--- config.mk ---
export PLATFORM = sky130hd
export DESIGN_NAME = alu_arbiter
export DESIGN_NICKNAME = d
export VERILOG_FILES = /design/src/rtl/alu_arbiter.sv
export SDC_FILE = /design/constraint.sdc
export NUM_CORES = 1
export LEC_CHECK = 0
export ABC_AREA = 1
export CORE_MARGIN = 3
export CORE_UTILIZATION = 35
export DETAILED_ROUTE_END_ITERATION = 8
export MAX_ROUTING_LAYER = met4
export PLACE_DENSITY = 0.63
export SLEW_MARGIN = 10
export SYNTH_ARGS = -nofsm -noshare
export SYNTH_HDL_FRONTEND = slang
export SYNTH_SLANG_ARGS = --single-unit
--- constraint.sdc ---
create_clock -name clk -period 4.8 [get_ports clk]
set_input_delay 0.96 -clock clk [delete_from_list [all_inputs] [get_ports clk]]
set_output_delay 0.96 -clock clk [all_outputs]
set_load 0.05 [all_outputs]
--- src/rtl/alu_arbiter.sv ---
// Two-requester round-robin arbiter sharing one W-bit integer ALU, one operation in flight.
// Optional ALU_ARB_FAST_EN: skip EXEC and compute from the request port in the grant cycle.
module alu_arbiter #(
  parameter int W   = 32,
  parameter int SHW = 5
) (
  input  logic         clk,
  input  logic         rst_n,
  input  logic         req0_valid,
  output logic         req0_ready,
  input  logic [2:0]   req0_op,
  input  logic [W-1:0] req0_a,
  input  logic [W-1:0] req0_b,
  output logic         rsp0_valid,
  input  logic         rsp0_ready,
  output logic [W-1:0] rsp0_data,
  input  logic         req1_valid,
  output logic         req1_ready,
  input  logic [2:0]   req1_op,
  input  logic [W-1:0] req1_a,
  input  logic [W-1:0] req1_b,
  output logic         rsp1_valid,
  input  logic         rsp1_ready,
  output logic [W-1:0] rsp1_data,
  output logic         busy,
  output logic         grant_id
);

  typedef enum logic [1:0] {IDLE, EXEC, RESP} state_e;

  state_e         state_q, state_d;
  logic           prio_q, prio_d;
  logic           grant_q, grant_d;
  logic [W-1:0]   res_q, res_d;
`ifndef ALU_ARB_FAST_EN
  logic [2:0]     op_q, op_d;
  logic [W-1:0]   a_q, a_d, b_q, b_d;
`endif

  logic           sel, fire, rsp_fire;
  logic [2:0]     sel_op;
  logic [W-1:0]   sel_a, sel_b;

  function automatic logic [W-1:0] alu(input logic [2:0] op, input logic [W-1:0] a,
                                       input logic [W-1:0] b);
    logic [W-1:0] r;
    r = '0;
    case (op)
      3'b000: r = a + b;
      3'b001: r = a - b;
      3'b010: r = a ^ b;
      3'b011: r = a & b;
      3'b100: r = a | b;
      3'b101: r = a << b[SHW-1:0];
      3'b110: r = a >> b[SHW-1:0];
      3'b111: r = {{(W-1){1'b0}}, ($signed(a) < $signed(b))};
      default: r = '0;
    endcase
    return r;
  endfunction

  // Uncontested: the lone requester wins; idle with no request: prio owns ready.
  always_comb begin
    if (req0_valid && req1_valid) sel = prio_q;
    else if (req0_valid)          sel = 1'b0;
    else if (req1_valid)          sel = 1'b1;
    else                          sel = prio_q;
  end

  assign req0_ready = (state_q == IDLE) && !sel;
  assign req1_ready = (state_q == IDLE) &&  sel;
  assign fire       = sel ? (req1_valid && req1_ready) : (req0_valid && req0_ready);
  assign sel_op     = sel ? req1_op : req0_op;
  assign sel_a      = sel ? req1_a  : req0_a;
  assign sel_b      = sel ? req1_b  : req0_b;

  assign rsp0_valid = (state_q == RESP) && !grant_q;
  assign rsp1_valid = (state_q == RESP) &&  grant_q;
  assign rsp0_data  = res_q;
  assign rsp1_data  = res_q;
  assign rsp_fire   = grant_q ? (rsp1_valid && rsp1_ready) : (rsp0_valid && rsp0_ready);
  assign busy       = (state_q != IDLE);
  assign grant_id   = grant_q;

  always_comb begin
    state_d = state_q;
    prio_d  = prio_q;
    grant_d = grant_q;
    res_d   = res_q;
`ifndef ALU_ARB_FAST_EN
    op_d    = op_q;
    a_d     = a_q;
    b_d     = b_q;
`endif
    case (state_q)
      IDLE: if (fire) begin
        grant_d = sel;
`ifdef ALU_ARB_FAST_EN
        res_d   = alu(sel_op, sel_a, sel_b);
        state_d = RESP;
`else
        op_d    = sel_op;
        a_d     = sel_a;
        b_d     = sel_b;
        state_d = EXEC;
`endif
      end
`ifndef ALU_ARB_FAST_EN
      EXEC: begin
        res_d   = alu(op_q, a_q, b_q);
        state_d = RESP;
      end
`endif
      RESP: if (rsp_fire) begin
        prio_d  = ~grant_q;
        state_d = IDLE;
      end
      default: state_d = IDLE;
    endcase
  end

  always_ff @(posedge clk or negedge rst_n) begin
    if (!rst_n) begin
      state_q <= IDLE;
      prio_q  <= 1'b0;
      grant_q <= 1'b0;
      res_q   <= '0;
`ifndef ALU_ARB_FAST_EN
      op_q    <= '0;
      a_q     <= '0;
      b_q     <= '0;
`endif
    end else begin
      state_q <= state_d;
      prio_q  <= prio_d;
      grant_q <= grant_d;
      res_q   <= res_d;
`ifndef ALU_ARB_FAST_EN
      op_q    <= op_d;
      a_q     <= a_d;
      b_q     <= b_d;
`endif
    end
  end

endmodule

# Yosys cells after proc, flatten, opt, wreduce, memory -nomap -nowiden
# Cells that the tools add are included.
dict set report totals {
  ram_bits 0
  latchBits 0
  reg_bits 103
  n_memories 0
  out_inout_bits 70
  wordCells 56
  romBits 0
  inputBits 140
}
dict set report classes {
  n_eq_ne 11
  div 0
  magnitude_cmp 1
  multipliers 0
  shifts 2
  add_sub_neg 2
  n_reduce_logical 17
  muxes 12
  bitwise_logic 4
}
# op n
set op_table {}
lappend op_table {{32-bit one-hot mux with 8 select lines} 1}
lappend op_table {{32-bit 2-to-1 mux} 2}
lappend op_table {{32-bit adder} 1}
lappend op_table {{32-bit AND} 1}
lappend op_table {{32-bit < comparator} 1}
lappend op_table {{32-bit OR} 1}
lappend op_table {{32-bit by 5-bit << shifter with 32-bit output} 1}
lappend op_table {{32-bit by 5-bit right shift with 32-bit output} 1}
lappend op_table {{32-bit subtractor} 1}
lappend op_table {{32-bit XOR} 1}
lappend op_table {{3-bit == test (second input constant)} 4}
lappend op_table {{1-bit logical AND} 9}
lappend op_table {{3-bit by 2-bit == test with 1-bit output (second input constant)} 2}
lappend op_table {{2-bit one-hot mux with 3 select lines} 1}
lappend op_table {{2-bit AND reduction} 3}
lappend op_table {{1-bit 2-to-1 mux} 5}
lappend op_table {{2-bit 2-to-1 mux} 2}
lappend op_table {{2-bit inequality test (second input constant)} 2}
lappend op_table {{3-bit by 1-bit == test with 1-bit output (second input constant)} 1}
lappend op_table {{3-bit logical NOT} 1}
lappend op_table {{3-bit 2-to-1 mux} 1}
lappend op_table {{2-bit by 1-bit == test with 1-bit output (second input constant)} 1}
lappend op_table {{2-bit == test (second input constant)} 1}
lappend op_table {{1-bit logical NOT} 2}
lappend op_table {{other kinds (3)} 3}

# Logic depth before layout (Yosys ltp)
# Gate-level depths: netlist of run 1.
dict set report depth {
  depth_word 9
  depth_mapped 20
  ltp_nobuf 17
}

# Worst setup path before layout of run 1
# OpenSTA, ideal clock, no wires.
dict set report synth_timing {
  path_kind {input -> output}
  from {in req1_valid}
  to {out req0_ready}
  path_buffers 1
  required_time_ns 3.840
  stages 6
  path_slack_ns 1.672
  arrival_time_ns 2.168
  path_cell_list {nand2_1 > nand2_1 > o21ai_1 > inv_1 > clkbuf_1 > nor2_1}
}
dict set report synth_via {
  elab_chain_cells 5
  word_cells_on_any_way 6
  classes_between {3 x mux; 3 x reduce/logical}
}
# element line_no
set synth_rtl {}
lappend synth_rtl {{start: declaration} 17} ;# input logic req1_valid,
lappend synth_rtl {{1-bit 2-to-1 mux} 66} ;# else if (req1_valid) sel = 1'b1;
lappend synth_rtl {{1-bit 2-to-1 mux} 65} ;# else if (req0_valid) sel = 1'b0;
lappend synth_rtl {{1-bit 2-to-1 mux *} 64} ;# if (req0_valid && req1_valid) sel = prio_q;
lappend synth_rtl {{1-bit logical NOT *} 70} ;# assign req0_ready = (state_q == IDLE) && !sel;
lappend synth_rtl {{1-bit logical AND *} 70}
lappend synth_rtl {{end: declaration} 10} ;# output logic req0_ready,
# Every way passes the cells marked *; elsewhere a longest branch is shown, timed or not.

# Final worst setup path of run 1
# Same ends and word-level chain as after synthesis.

==> impl_metrics.json, run 1 <==
{
  "synth_fp_nets": 2692,
  "arrival_ns": 2.78,
  "drive_gt1_frac": 0.0307,
  "crit_start": "req1_valid",
  "gp_congestion": 1.09,
  "antenna_found_initial": 1,
  "dp_hpwl_um": 59400,
  "hold_viol": 0,
  "grt_use_total": 0.347,
  "endpoint": "req0_ready",
  "avgRoutedWirePerCell_um": 23.9,
  "cts-resized-gates": 0,
  "grt_overflow": 0,
  "mostFrequentLayoutCell": "nand2_1",
  "layout.nets": 2773,
  "rows": 72,
  "grt_pass1_vias": 15900,
  "worst-setup-path-type": "primary input to output pin",
  "synth_edf_count": 0,
  "clock_latency_ns": 0.40,
  "timing.rr.start": "b_q[0]",
  "nFillCells": 4384,
  "yosysWarnings": 0,
  "via_per_inst": 5.59,
  "area_delta_synth_final_pct": 16.7,
  "drv_slew": 0,
  "port_buffers": 209,
  "final_antenna_net_count": 0,
  "vias": 17100,
  "regArea_um2": 2580,
  "numCtsBuffers": 9,
  "critPathCaptureType": "output pin",
  "worst_slew_pin_slew_ns": 1.07,
  "core_area_um2": 39300,
  "grt_pass1_wl_um": 105000,
  "slew_headroom": 0.282,
  "period_share": 0.778,
  "setup_viol": 0,
  "die_area_um2": 42800,
  "cts_tree": "yes",
  "clk_path_buf_depth": 2,
  "start_util": 0.359,
  "ctsHoldBuffers": 0,
  "min_period_ns": 3.74,
  "cts_sinks": 103,
  "dr.first_iter.drc_count": 2160,
  "synth_cells": 2453,
  "fp.dieW_um": 207,
  "htree_num_levels": 3,
  "max_cap_viol_count": 0,
  "outcome": "finished, final reports clean",
  "skew_ns": 0.0201,
  "start_kind": "primary input",
  "timing.rr.end": "rsp0_data[30]",
  "avgSynthCellArea_um2": 5.75,
  "multiInputGateArea_um2": 9540,
  "r2r_slack_ns": 1.54,
  "worstHoldPathType": "primary input to async pin",
  "clk_pin_slew_ns": 0.09,
  "io-pin-count": 210,
  "crit_fanout": 68,
  "worstRegToRegCells": 16,
  "mostFrequentLayoutCells": "nand2_1, nand3_1, inv_1",
  "ys_types": 49,
  "ys.flop_type": "dfrtp_1",
  "grt_max_degree": 72,
  "rsz0062_at_grt": "no",
  "drc_errors": 0,
  "dr.pass1.iters": 6,
  "ys_ff_latch": 103,
  "die_h_um": 207,
  "postSynth.asyncResetShare": 1.00,
  "clock.fmax_mhz": 268,
  "cts-root-buf": "clkbuf_16",
  "wirelength_um": 73200,
  "tns_ns": 0,
  "synthesis.area_um2": 14100,
  "postCtsSetupBuffers": 0,
  "critPathRequiredTime_ns": 3.84,
  "synth-seq-area-share": 0.183
}
## registers in the layout, indices dropped and copies added, names as in the netlist
name       cells
grant_id       1
state_q        2
rsp0_data     32
a_q           32
op_q           3
b_q           32
prio_q         1
## layer usage
layer | GRT usage | vias up | part of all wire
met5 | - | - | 0
met4 | 0.0966 | 0 | 0.030
met3 | 0.0539 | 88 | 0.084
met2 | 0.502 | 853 | 0.42
met1 | 0.500 | 8063 | 0.47
li1 | - | 8103 | -
## cells in the mapped netlist, types with 3 or more instances
cell type  count  area [um^2]
inv_1        290         1090
nor2_1       280         1050
o221ai_1       5         43.8
nand2_1      686         2570
clkbuf_2       3         15.0
dfrtp_1      103         2580
o21a_1         3         22.5
buf_4         37          278
xor2_1        12          105
and2_1        17          106
nand3_1      375         1880
buf_6          9          101
inv_2         10         37.5
clkbuf_1      48          180
o21ai_0      116          581
buf_2         56          280
ha_1          97         1210
nand3_4        4         70.1
nand4_1       26          163
mux2i_1        3         30.0
a221oi_2       3         45.0
o21bai_1       9         67.6
nand3b_1       4         30.0
nor3_1        23          115
o21ai_1       15         75.1
buf_1          5         18.8
o211ai_1      16          120
o22ai_1       86          538
a21oi_1       72          360
and3_1        10         62.6
## per-stage QoR
| stage | std cells | area [um^2] | util | hold WS (ns) | worst slack (ns) |
|---|---|---|---|---|---|
| floorplan | 2453 | 14100 | - | 0.464 | 1.67 |
| global placement | 3041 | 16200 | 0.411 | 0.485 | 1.10 |
| detailed placement | 3041 | 16200 | 0.411 | 0.495 | 1.07 |
| CTS | 3057 | 16500 | 0.419 | 0.392 | 1.06 |
| global route | 3058 | 16500 | 0.419 | 0.399 | 0.912 |
| finish | 3058 | 16500 | 0.419 | 0.398 | 1.06 |
## kinds of logic (layout without fill, tap and decap cells)
kind of cell,Yosys count,in the layout,synth area share
other cells,0,1,0
fa+ha+maj,99,99,0.0888
flops,103,103,0.183
xor+xnor,12,12,0.00745
buf+inv,462,548,0.143
compound gates,334,334,0.137
simple gates,1440,1440,0.438
mux,3,3,0.00213
## critical path, cell delays in order
cell,delay [ns]
clkdlybuf4s50_1,0.49
nand2_1,0.11
nand2_1,0.08
o21ai_4,0.07
buf_4,0.62
inv_2,0.07
nor2_1,0.20
buf_12,0.17
## how the worst min path moves through the flow
stage                              from            end  depth (start not counted)
final                             rst_n  rsp0_data[25]                          1
after global routing              rst_n  rsp0_data[25]                          1
after global placement    rsp0_data[24]  rsp0_data[24]                          2
after CTS                         rst_n  rsp0_data[25]                          1
after detailed placement  rsp0_data[21]  rsp0_data[21]                          2
after floorplan                  prio_q         prio_q                          2
## cell type report
class                           count  share of cell area
Timing Repair Buffer              228               0.136
Clock buffer                       10              0.0145
Multi-Input combinational cell   1888               0.579
Tap cell                          518              0.0394
Clock inverter                      6             0.00388
Sequential cell                   103               0.157
Antenna cell                        1            0.000152
Inverter                          304              0.0699
Power of run 1 is left out: the tool's default activity adds up to more than one toggle a clock period on the data nets, which glitch-free logic cannot reach.
==> run 2: changes to the inputs <==
==> constraint.sdc (replaced) <==
create_clock -name clk -period 3.5 [get_ports clk]
set_input_delay 0.7 -clock clk [delete_from_list [all_inputs] [get_ports clk]]
set_output_delay 0.7 -clock clk [all_outputs]
set_load 0.05 [all_outputs]
==> run 2 against run 1 <==
Net effect:
- register-to-register slack got worse by 1.1 ns
- critical endpoint is now rsp0_data[20]
- clock-buffer cell count unchanged
- die area stayed put
- largest cell class unchanged
- highest routed layer unchanged
- critical path type is now register to register
- final cell count up 0.33%
==> impl_metrics.json, run 2 (synthesized netlist as in run 1, its figures left out) <==
{
  "outcome": "finished, final reports clean",
  "mostFrequentLayoutCell": "nand2_1",
  "grt_max_degree": 136,
  "dp_hpwl_um": 60600,
  "io-pin-count": 210,
  "worst_slew_pin_slew_ns": 0.766,
  "rsz0062_at_grt": "no",
  "avgRoutedWirePerCell_um": 24.2,
  "use_met3": 0.0544,
  "tns_ns": 0,
  "dr.pass1.iters": 8,
  "drive_gt1_frac": 0.0349,
  "clock_latency_ns": 0.41,
  "layout.nets": 2784,
  "crit_top_cell": "nand3_1",
  "numCtsBuffers": 9,
  "worstRegToRegCells": 15,
  "crit_fanout": 5,
  "start_util": 0.359,
  "vias": 17700,
  "arrival_ns": 3.31,
  "setup_viol": 0,
  "slew_headroom": 0.485,
  "final_antenna_net_count": 0,
  "rows": 72,
  "clk_pin_slew_ns": 0.10,
  "met2_usage": 0.518,
  "max_cap_viol_count": 0,
  "min_period_ns": 3.02,
  "grt_pass1_wl_um": 108000,
  "clk_path_buf_depth": 2,
  "cp.depth": 15,
  "diodes": 0,
  "grt_overflow": 0,
  "nFillCells": 4447,
  "cp_cell_sequence": "ha_1 -> inv_1 -> fa_1 -> inv_1 -> nand3_1 -> nand3_1 -> nand2_1 -> nand3_1 -> nand2_1 -> nor2_1 -> nor2_1 -> nand2_1 -> nand3_1 -> nand3_1 -> nand2_1",
  "postCtsSetupBuffers": 0,
  "drc_errors": 0,
  "fp.dieW_um": 207,
  "wirelength_um": 74400,
  "mostFrequentLayoutCells": "nand2_1, nand3_1, inv_1",
  "core_area_um2": 39300,
  "cts_tree": "yes",
  "die_h_um": 207,
  "grt_use_total": 0.353,
  "cts-resized-gates": 0,
  "htree_num_levels": 3,
  "critPathCaptureType": "register",
  "hold_viol": 0,
  "die_area_um2": 42800,
  "clock.fmax_mhz": 331,
  "via_per_inst": 5.78,
  "multiInputGateArea_um2": 9540,
  "cts_sinks": 103,
  "skew_ns": 0.0249,
  "cp_slowest_cell": "dfrtp_1",
  "critPathTopFamily": "simple AND/OR/NAND/NOR gates",
  "worstHoldPathType": "primary input to async pin",
  "hold-worst-slack_ns": 0.318,
  "worst-setup-path-type": "register to register",
  "regArea_um2": 2580,
  "area_delta_synth_final_pct": 17.6,
  "dr.first_iter.drc_count": 2725,
  "antenna_found_initial": 1,
  "critPathRequiredTime_ns": 3.79,
  "gp_congestion": 1.09,
  "period_share": 0.862,
  "met1_usage": 0.500,
  "path_buf_inv": 2,
  "grt_pass1_vias": 16300,
  "port_buffers": 209,
  "max_stage_delay_ns": 0.54,
  "cts-root-buf": "clkbuf_16",
  "grt_busiest_layer": "met2",
  "start_kind": "register",
  "drv_slew": 0,
  "ctsHoldBuffers": 0
}
[run 2: area by class of cell]
class,count,share of cell area
clock inverter,6,0.00452
timing repair buffer,239,0.143
sequential,103,0.155
inverter,304,0.0694
multi-input combinational,1888,0.575
tap,518,0.0391
clock buffer,10,0.0138
[run 2: per-stage QoR]
| stage | instances | cell area (um^2) | util | setup slack (ns) |
|---|---|---|---|---|
| 3_3_place_gp | 3052 | 16300 | 0.415 | 0.568 |
| 3_5_place_dp | 3052 | 16300 | 0.415 | 0.590 |
| 4_1_cts | 3068 | 16600 | 0.422 | 0.580 |
| 5_1_grt | 3068 | 16600 | 0.422 | 0.329 |
| 6_report | 3068 | 16600 | 0.422 | 0.483 |
| 2_1_floorplan | 2453 | 14100 | - | 0.892 |
[run 2: worst paths after layout]
kind                                 end  slack, ns          from
max reg2reg                rsp0_data[20]       0.48        b_q[0]
min                        rsp0_data[31]       0.32         rst_n
min in group clk            rsp0_data[3]       0.50  rsp0_data[3]
max                        rsp0_data[20]       0.48        b_q[0]
min reg2reg                 rsp0_data[3]       0.50  rsp0_data[3]
max in group asynchronous         b_q[2]       2.36         rst_n
[run 2: layer usage]
metal | part of all wire | wire length (um)
met1 | 0.45 | 33200
met2 | 0.42 | 31300
met3 | 0.098 | 7260
met4 | 0.035 | 2600
met5 | 0 | 0
Power of run 2 is left out for the same reason.
==> run 3: changes to the inputs <==
--- a/config.mk
+++ b/config.mk
@@ -6,11 +6,12 @@
 export NUM_CORES = 1
 export LEC_CHECK = 0
 export ABC_AREA = 1
-export CORE_MARGIN = 3
+export CORE_MARGIN = 5
 export CORE_UTILIZATION = 35
 export DETAILED_ROUTE_END_ITERATION = 8
 export MAX_ROUTING_LAYER = met4
 export PLACE_DENSITY = 0.63
+export SKIP_LAST_GASP = 1
 export SLEW_MARGIN = 10
 export SYNTH_ARGS = -nofsm -noshare
 export SYNTH_HDL_FRONTEND = slang
==> run 3 against run 2 <==
Net effect:
- die area rose by 3.9%
- wire length fell by 1.4%
- clock skew fell by 0.0066 ns
- clock-buffer cell count did not move
- critical path type unchanged
- critical endpoint is now rsp0_data[22]
==> impl_metrics.json, run 3 (synthesized netlist as in run 1, its figures left out) <==
{
  "die_area_um2": 44400,
  "rows": 73,
  "wirelength_um": 73300,
  "utilization": 0.418,
  "ctsHoldBuffers": 0,
  "numCtsBuffers": 9,
  "dp_hpwl_um": 59200,
  "dr.pass1.iters": 9,
  "setup_viol": 0,
  "area_delta_synth_final_pct": 17.9,
  "nFillCells": 4491,
  "start_kind": "register",
  "mostFrequentLayoutCells": "nand2_1, nand3_1, inv_1",
  "cts_tree": "yes",
  "htree_num_levels": 3,
  "cts-root-buf": "clkbuf_16",
  "crit_fanout": 34,
  "fin_cells": 3083,
  "worst_slew_pin_slew_ns": 0.835,
  "rsz0062_at_grt": "no",
  "arrival_ns": 3.46,
  "critPathCaptureType": "register",
  "drc_errors": 0,
  "grt_max_degree": 136,
  "worstHoldPathType": "primary input to async pin",
  "antenna_found_initial": 3,
  "max_cap_viol_count": 0,
  "layout.nets": 2789,
  "hold_viol": 0,
  "grt_pass1_vias": 16300,
  "die_h_um": 211,
  "port_buffers": 209,
  "clock.fmax_mhz": 315,
  "period_share": 0.907,
  "vias": 17500,
  "clock_latency_ns": 0.40,
  "via_per_inst": 5.66,
  "grt_use_total": 0.330,
  "fp.dieW_um": 211,
  "final_antenna_net_count": 0,
  "min_period_ns": 3.17,
  "fin_area_um2": 16600,
  "io-pin-count": 210,
  "dr.first_iter.drc_count": 2561,
  "skew_ns": 0.0183,
  "core_area_um2": 39800,
  "mostFrequentLayoutCell": "nand2_1",
  "grt_overflow": 0,
  "start_util": 0.354,
  "drive_gt1_frac": 0.0372,
  "worst-setup-path-type": "register to register",
  "slew_headroom": 0.439,
  "outcome": "finished, final reports clean",
  "avgRoutedWirePerCell_um": 23.8,
  "tns_ns": 0,
  "placed_cells": 3064,
  "clk_pin_slew_ns": 0.09,
  "clk_path_buf_depth": 2,
  "cts-resized-gates": 0,
  "regArea_um2": 2580,
  "postCtsSetupBuffers": 0,
  "critPathRequiredTime_ns": 3.79,
  "cts_sinks": 103,
  "gp_congestion": 1.10,
  "drv_slew": 0,
  "post_dp_cell_area_um2": 16300,
  "grt_pass1_wl_um": 107000,
  "multiInputGateArea_um2": 9540
}
## run 3: changes by cell type in the layout (fill, tap and decap cells not counted)
cell	before	now
buf_4	28	34
inv_8	1	0
clkinv_4	1	0
inv_6	3	5
clkbuf_1	1	0
buf_12	5	4
clkbuf_8	0	1
diode_2	0	3
## run 3: area by class of cell
cell class	count	area share
antenna	3	0.000451
clock buffer	10	0.0144
clock inverter	6	0.00436
inverter	304	0.0692
multi-input combinational	1888	0.573
sequential	103	0.155
tap	525	0.0395
timing repair buffer	244	0.144
## run 3: worst paths after layout
check	startpoint	end	slack [ns]	depth (start not counted)
worst min-delay path	rst_n	a_q[22]	0.33	1
worst max register to register	b_q[0]	rsp0_data[22]	0.33	12
worst max-delay path	b_q[0]	rsp0_data[22]	0.33	12
worst min register to register	rsp0_data[15]	rsp0_data[15]	0.51	2
min in group clk	rsp0_data[15]	rsp0_data[15]	0.51	2
max in group asynchronous	rst_n	b_q[2]	2.35	2
## run 3: stage by stage
step	hold WS (ns)	setup slack, ns
6_report	0.332	0.327
5_1_grt	0.389	0.217
4_1_cts	0.346	0.495
3_5_place_dp	0.494	0.507
3_3_place_gp	0.487	0.503
2_1_floorplan	0.404	0.892
## run 3: worst max-delay path, stage by stage (launching register included)
cell	delay (ns)
dfrtp_1	0.65
inv_2	0.07
buf_4	0.29
nand2_1	0.41
nand3_1	0.17
nand3_1	0.13
nand2_1	0.11
o21ai_0	0.17
inv_1	0.06
a21oi_1	0.58
nand2_1	0.10
nor2_1	0.23
nor2_1	0.06
## run 3: routing by layer
layer / global-route usage / routed length, um
met5: - / 0
met4: 0.107 / 2700
met3: 0.0680 / 7590
met2: 0.474 / 30900
met1: 0.463 / 32200
Power of run 3 is left out for the same reason.
